--- src/rtl/seg7_scan_driver.sv ---
// Scan driver for a 4-digit 7-segment display: divides the clock, walks the digit index,
// swaps newly loaded values in only at frame boundaries and flags leading zeros for blanking.
module seg7_scan_driver #(
    parameter int REFRESH_DIV = 50000
) (
    input  logic        CLK,
    input  logic        RESET,
    input  logic [15:0] DIGITS_IN,
    input  logic [3:0]  DOTS_IN,
    input  logic        LOAD_IN,
    input  logic        BLANK_LZ_IN,
    output logic [1:0]  SEG_SELECT_OUT,
    output logic [3:0]  BIN_OUT,
    output logic        DOT_OUT,
    output logic        BLANK_OUT,
    output logic        FRAME_TICK_OUT,
    output logic        PENDING_OUT
);

    localparam int CNT_W = (REFRESH_DIV > 1) ? $clog2(REFRESH_DIV) : 1;
    localparam logic [CNT_W-1:0] DIV_MAX = CNT_W'(REFRESH_DIV - 1);

    // Display and pending words are packed as {dots[3:0], digits[15:0]}.
    logic [CNT_W-1:0] div_cnt;
    logic [1:0]       index;
    logic [19:0]      display_reg;
    logic [19:0]      pending_reg;
    logic             pending_flag;

    logic             tick;
    logic             apply;
    logic [1:0]       next_index;
    logic [19:0]      load_word;
    logic [19:0]      display_next;
    logic [3:0]       next_bin;
    logic             next_dot;
    logic             next_blank;

    // Digit k is blank when every nibble and dot from k up to the leftmost digit is zero.
    function automatic logic lz_blank(input logic [19:0] word, input logic [1:0] k);
        logic all_zero;
        all_zero = 1'b1;
        for (int j = 0; j < 4; j++) begin
            if (j >= int'(k)) begin
                if (word[j*4 +: 4] != 4'h0 || word[16 + j]) begin
                    all_zero = 1'b0;
                end
            end
        end
        return (k != 2'd0) && all_zero;
    endfunction

    always_comb begin
        tick         = (div_cnt == DIV_MAX);
        apply        = tick && (index == 2'd3);
        next_index   = index + 2'd1;
        load_word    = {DOTS_IN, DIGITS_IN};
        display_next = display_reg;
        if (apply) begin
            if (LOAD_IN) begin
                display_next = load_word;
            end else if (pending_flag) begin
                display_next = pending_reg;
            end
        end
        next_bin   = display_next[next_index*4 +: 4];
        next_dot   = display_next[16 + int'(next_index)];
        next_blank = BLANK_LZ_IN && lz_blank(display_next, next_index);
    end

    // Outputs are computed from the post-apply display so digit 0 of a new frame is already current.
    always_ff @(posedge CLK) begin
        if (RESET) begin
            div_cnt        <= '0;
            index          <= 2'd0;
            display_reg    <= 20'h0;
            pending_reg    <= 20'h0;
            pending_flag   <= 1'b0;
            BIN_OUT        <= 4'h0;
            DOT_OUT        <= 1'b0;
            BLANK_OUT      <= 1'b0;
            FRAME_TICK_OUT <= 1'b0;
        end else begin
            div_cnt        <= tick ? '0 : div_cnt + 1'b1;
            FRAME_TICK_OUT <= apply;
            display_reg    <= display_next;
            if (apply) begin
                pending_flag <= 1'b0;
            end else if (LOAD_IN) begin
                pending_reg  <= load_word;
                pending_flag <= 1'b1;
            end
            if (tick) begin
                index     <= next_index;
                BIN_OUT   <= next_bin;
                DOT_OUT   <= next_dot;
                BLANK_OUT <= next_blank;
            end
        end
    end

    assign SEG_SELECT_OUT = index;
    assign PENDING_OUT    = pending_flag;

endmodule
--- config.mk ---
export PLATFORM = sky130hd
export DESIGN_NAME = seg7_scan_driver
export DESIGN_NICKNAME = d
export VERILOG_FILES = /design/src/rtl/seg7_scan_driver.sv
export SDC_FILE = /design/constraint.sdc
export NUM_CORES = 1
export LEC_CHECK = 0
export BUFFER_PORTS_ARGS = -buffer_cell sky130_fd_sc_hd__buf_2
export CORE_MARGIN = 1.5
export CORE_UTILIZATION = 25
export DETAILED_ROUTE_END_ITERATION = 16
export PLACE_DENSITY = 0.4
export SLEW_MARGIN = 20
export SYNTH_ARGS = -nofsm -noshare
export SYNTH_HDL_FRONTEND = slang
export SYNTH_SLANG_ARGS = --single-unit
--- constraint.sdc ---
create_clock -name CLK -period 4.4 [get_ports CLK]
set_clock_uncertainty 0.1 [all_clocks]
set_input_delay 0.44 -clock CLK [delete_from_list [all_inputs] [get_ports CLK]]
set_output_delay 0.44 -clock CLK [all_outputs]
set_load 0.005 [all_outputs]
# Word level (Yosys, flattened, before mapping)
# Cells that the tools add are included.
[word_totals] register_bits=66 in_bits=24 out_inout_bits=10 word_cells=48
[op_classes] n_addsub=3 magnitude_cmp=4 eq_ne=2 n_shift=1 muxes=13 n_bitwise=1 reduce_logical=15
[ops] op="2-to-1 mux 20 bit" n=3
[ops] op="indexed part select 20 x 5 -> 4 bit" n=1
[ops] op="adder 16 x 1 -> 16 bit (second input constant)" n=1
[ops] op="equality test 16 bit (second input constant)" n=1
[ops] op="nonzero test 4 bit" n=4
[ops] op="2-to-1 mux 1 bit" n=9
[ops] op="adder 5 x 2 -> 6 bit (first input constant)" n=1
[ops] op="less-than comparator 6 bit (second input constant)" n=1
[ops] op="binary-select mux 1 bit (select 5 bit)" n=1
[ops] op="greater-or-equal comparator 1 x 2 -> 1 bit (first input constant)" n=2
[ops] op="logical OR 1 bit" n=4
[ops] op="OR reduction 2 bit" n=2
[ops] op="logical AND 1 bit" n=3
[ops] op="adder 2 x 1 -> 2 bit (second input constant)" n=1
[ops] op="equality test 2 bit (second input constant)" n=1
[ops] op="greater-or-equal comparator 2 bit (first input constant)" n=1
[ops] op="AND reduction 2 bit" n=1
[ops] op="nonzero test 2 bit" n=1
[ops] op="inverter 1 bit" n=1

# Logic depth before layout (Yosys ltp)
[depth] ltp_word=14 ltp_mapped=10 depth_no_buf=8

# Least setup slack after synthesis
# Ideal clock, no wire load.
[synth_path] path_kind="reg-to-reg" start="register div_cnt[12]" end="register BIN_OUT[0]" setup_time_ns=0.117 t_arrival_ns=2.357 required_time_ns=4.183 slack_ns=1.825 path_stages_with_launch=10 path_buffers=2 synth_period_minus_slack_ns=2.575 path_cell_list="dfxtp_1 or4b_4 nor4_4 buf_2 buf_2 mux2i_1 nand2_1 nand2_1 o211ai_1 a32o_1"
[synth_between] elab_chain_cells=4
[synth_lines] element="from (decl)" line="24" source="logic [CNT_W-1:0] div_cnt;"
[synth_lines] element="from (signal assigned)" line="84" source="div_cnt <= tick ? '0 : div_cnt + 1'b1;"
[synth_lines] element="equality test 16 bit (*)" line="54" source="tick = (div_cnt == DIV_MAX);"
[synth_lines] element="logical AND 1 bit" line="55" source="apply = tick && (index == 2'd3);"
[synth_lines] element="2-to-1 mux 20 bit" line="59" source="if (apply) begin"
[synth_lines] element="indexed part select 20 x 5 -> 4 bit" line="66" source="next_bin = display_next[next_index*4 +: 4];"
[synth_lines] element="to (signal assigned)" line="95" source="BIN_OUT <= next_bin;"
[synth_lines] element="to (decl)" line="13" source="output logic [3:0] BIN_OUT,"
# Mark *: on every way between the ends. The rest lies on a longest branch, timed or not.
# A chain may end at the register's enable or synchronous reset.

# Worst setup path after layout
[layout_path] start="register index[0] (netlist: SEG_SELECT_OUT[0])" end="register DOT_OUT"
[layout_between] elab_chain_cells=6 elab_cells_between_ends=8 cone_classes="add/sub (2); eq/ne (1); mux (4); reduce/logical (1)"
[layout_lines] element="from (decl)" line="25" source="logic [1:0] index;"
[layout_lines] element="from (signal assigned)" line="94" source="index <= next_index;"
[layout_lines] element="branches (longest 3 deep; another with adder 5 x 2 -> 6 bit)"
[layout_lines] element="binary-select mux 1 bit (select 5 bit) (*)" line="67" source="next_dot = display_next[16 + int'(next_index)];"
[layout_lines] element="2-to-1 mux 1 bit (implied by the code) (*) (2 in a row)" line="67"
[layout_lines] element="to (signal assigned)" line="96" source="DOT_OUT <= next_dot;"
[layout_lines] element="to (decl)" line="14" source="output logic DOT_OUT,"
# Every way passes the cells marked *. The select of a mux whose other input is x is not followed.

==> summary.md <==
| Metric | Value |
|---|---|
| Largest net degree at the start of global routing | 54 |
| Status | finished, final reports clean |
| Final global-route overflow total | 0 |
| Max Cap Viol | 0 |
| DP Area | 0.00331 mm² |
| LEAKAGE | 1.36 nW |
| R2r setup slk | 1.41 ns |
| Peak supply drop | 0.169 mV |
| Via count | 2620 |
| Number of enable flip-flop cells after synthesis | 0 |
| WP data arrival | 3.13 ns |
| Final setup TNS | 0 ns |
| Post-Syn Nets | 399 |
| CP max FO | 41 |
| Pwr Density | 375 mW/mm² |
| Std-Cell Rows | 40 |
| Crit Path Category | flip-flop to flip-flop |
| Area leader, netlist | dfxtp_1 |
| Slew headroom | 31.9% |
| DRT Wirelength | 8590 µm |
| Startpoint types | flip-flop |
| CTS tree | done |
| Fin. Hold Viols | 0 |
| Die height | 113 µm |
| R2R depth | 9 |
| Hold_sp | DIGITS_IN[10] |
| Port buffer count | 33 |
| F_max | 0.334 GHz |
| Initial core utilization | 25.5% |
| Endpoint of the worst hold path | pending_reg[10] |
| Most frequent cell after synthesis | nand2_1 |
| Final Cell Area | 0.00357 mm² |
| Via-to-Cell Ratio | 4.85 |
| Clock transition time at the flip-flop clock pins of the worst setup and hold paths | 0.05 ns |
| Post_cts resized | 0 |
| Most common library cells after synthesis | nand2_1 (74), dfxtp_1 (66), nor2_1 (39) |
| Initial antenna violation count | 0 |
| Final Cycle Share | 68.0% |
| CP required | 4.54 ns |
| Slowest CP cell | dfxtp_1 |
| First-pass GRT wire length | 13900 µm |
| DRC errors left | 0 |
| Synth top area share | 43.3% |
| Worst hold-check path type | input pin to flip-flop |
| Clock Latency Late Sink | 0.32 ns |
| Synthesis-to-layout area growth | 16.9% |
| Worst setup EP type | flip-flop |
| Vias in the first global route | 2576 |
| Worst-Margin Slew | 1.02 ns |
| Die W | 113 µm |
| Iteration-0 DRC Markers | 134 |
| Fin nets | 419 |
| N_diodes | 0 |
| Total track usage | 14.1% |
| Synth Warn # | 0 |
| WHS Path Cells | 3 |
| Worst path max stage delay | 0.59 ns |
| Pre-CTS WS | 1.38 ns |
| WL per Instance | 15.9 µm |
| Clk sink count | 66 |
| Number of H-tree levels | 3 |
| Gate Count Post-Synth | 371 |
| Total CTS buffers | 9 |
| Share of layout cells above drive strength 1 | 14.2% |
| Seq cells post-synth | 66 |
| Syn Area/Cell | 8.23 µm² |
| Die ar. | 0.0129 mm² |
| Max Slew Vio Count | 0 |
| Netlist cell types | 39 |
| Worst setup margin | 1.41 ns |
| # IOs | 34 |
| CTS Hold Bufs | 0 |
| Synth Cell Area | 0.00305 mm² |
| Top FF cell, synth | dfxtp_1 |
| DP HPWL | 5480 µm |
| Post-synthesis sequential area ratio | 43.3% |
| Asr flop ratio synth | 0% |
| Final Wtd Congestion | 0.719 |
| RSZ-0062 raised after global routing | no |
| Number of routed nets with antenna violations | 0 |
| Setup violators final | 0 |
| Clk buf depth | 2 |
| Pre-antenna DRT Iters | 4 |
| Worst path cell trace | ha_1 > nand4_1 > nor4_4 > buf_4 > and3_1 > a21oi_1 > and2_1 > mux4_2 > o31ai_1 |
| Min Tclk post-route | 2.99 ns |
| FF-to-FF End | DOT_OUT |
| RR Startpoint | SEG_SELECT_OUT[0] |
| Core area | 0.0120 mm² |
| Dominant cells by area after synthesis | dfxtp_1 (43%), nand2_1 (9.1%), nor2_1 (4.8%) |
| Postcts setup bufs | 0 |
| Clk root buf | clkbuf_16 |
==> stage by stage <==
| step | total power [W] | hold slack [ns] | utilization (%) | std cells |
|---|---|---|---|---|
| 2_1_floorplan | 0.000667 | 0.313 | - | 371 |
| 6_report | 0.00134 | 0.260 | 29.8 | 540 |
| 3_3_place_gp | 0.000697 | 0.332 | 27.6 | 527 |
| 3_5_place_dp | 0.000697 | 0.336 | 27.6 | 527 |
| 4_1_cts | 0.00136 | 0.250 | 29.8 | 540 |
| 5_1_grt | 0.00140 | 0.265 | 29.8 | 540 |
==> final cells by class <==
type                            count  area (µm²)
Sequential cell                    66        1320
Multi-Input combinational cell    272        1590
Inverter                            6        22.5
Tap cell                          147         184
Timing Repair Buffer               36         188
Fill cell                        1289        8390
Clock buffer                       13         260
==> per-layer routing <==
layer  vias to the layer above  wire [µm]  track usage, %
met1                      1227       4480            20.3
met5                         -          0               0
met4                         0        115            5.25
li1                       1332          -               -
met2                        52       3690            20.5
met3                         9        310            2.92
==> worst max-delay path, delay by kind of cell, from the launching register on <==
| kind | cells | cell delay [ns] |
|---|---|---|
| adders and majority gates | 1 | 0.24 |
| and+or+nand+nor | 4 | 0.80 |
| muxes | 1 | 0.48 |
| AOI/OAI and AO/OA | 2 | 0.23 |
| DFF | 1 | 0.59 |
| buffers and inverters | 1 | 0.46 |
==> cells by family (layout without fill, tap and decap cells) <==
family / after synthesis / in the layout / synth area share (%)
buffers and inverters: 33 / 55 / 4.55
muxes: 9 / 9 / 3.36
DFF: 66 / 66 / 43.3
and+or+nand+nor: 176 / 176 / 27.3
adders and majority gates: 4 / 4 / 1.64
AOI/OAI and AO/OA: 69 / 69 / 15.8
xor gates and xnor gates: 14 / 14 / 4.02
==> cell usage in the layout, fill, tap and decap left out, types with 2 or more instances in the layout <==
master      n
a21oi_1    28
a31oi_1     5
a32o_1     10
a32oi_1    14
and2_1      8
and3_1      8
and3_2      5
buf_2      33
buf_4       3
clkbuf_1    2
clkbuf_16   9
clkbuf_8    2
dfxtp_1    66
ha_1        4
inv_1       6
mux2i_1     8
nand2_1    74
nand3_1    19
nand4_1     2
nand4b_1    2
nor2_1     39
nor2b_1     5
nor3_1      2
nor4_1      2
o211ai_1    8
o31ai_1     2
or4_1       2
xnor2_1     7
xor2_1      7
==> worst max path at each step <==
stage,start,to,slack (ns),cells past startpoint
floorplan,div_cnt[12],BIN_OUT[0],1.83,9
global placement,SEG_SELECT_OUT[0],DOT_OUT,1.42,9
detailed placement,SEG_SELECT_OUT[0],pending_reg[2],1.38,6
CTS,SEG_SELECT_OUT[0],pending_reg[2],1.36,6
global route,SEG_SELECT_OUT[0],DOT_OUT,1.15,9
finish,SEG_SELECT_OUT[0],DOT_OUT,1.41,9
==> where the power goes <==
| part | internal [W] | switching, W |
|---|---|---|
| combinational | 0.0000207 | 0.0000437 |
| sequential | 0.000611 | 0.00000724 |
| clock | 0.000403 | 0.000253 |
(Power assumes the default switching activity.)
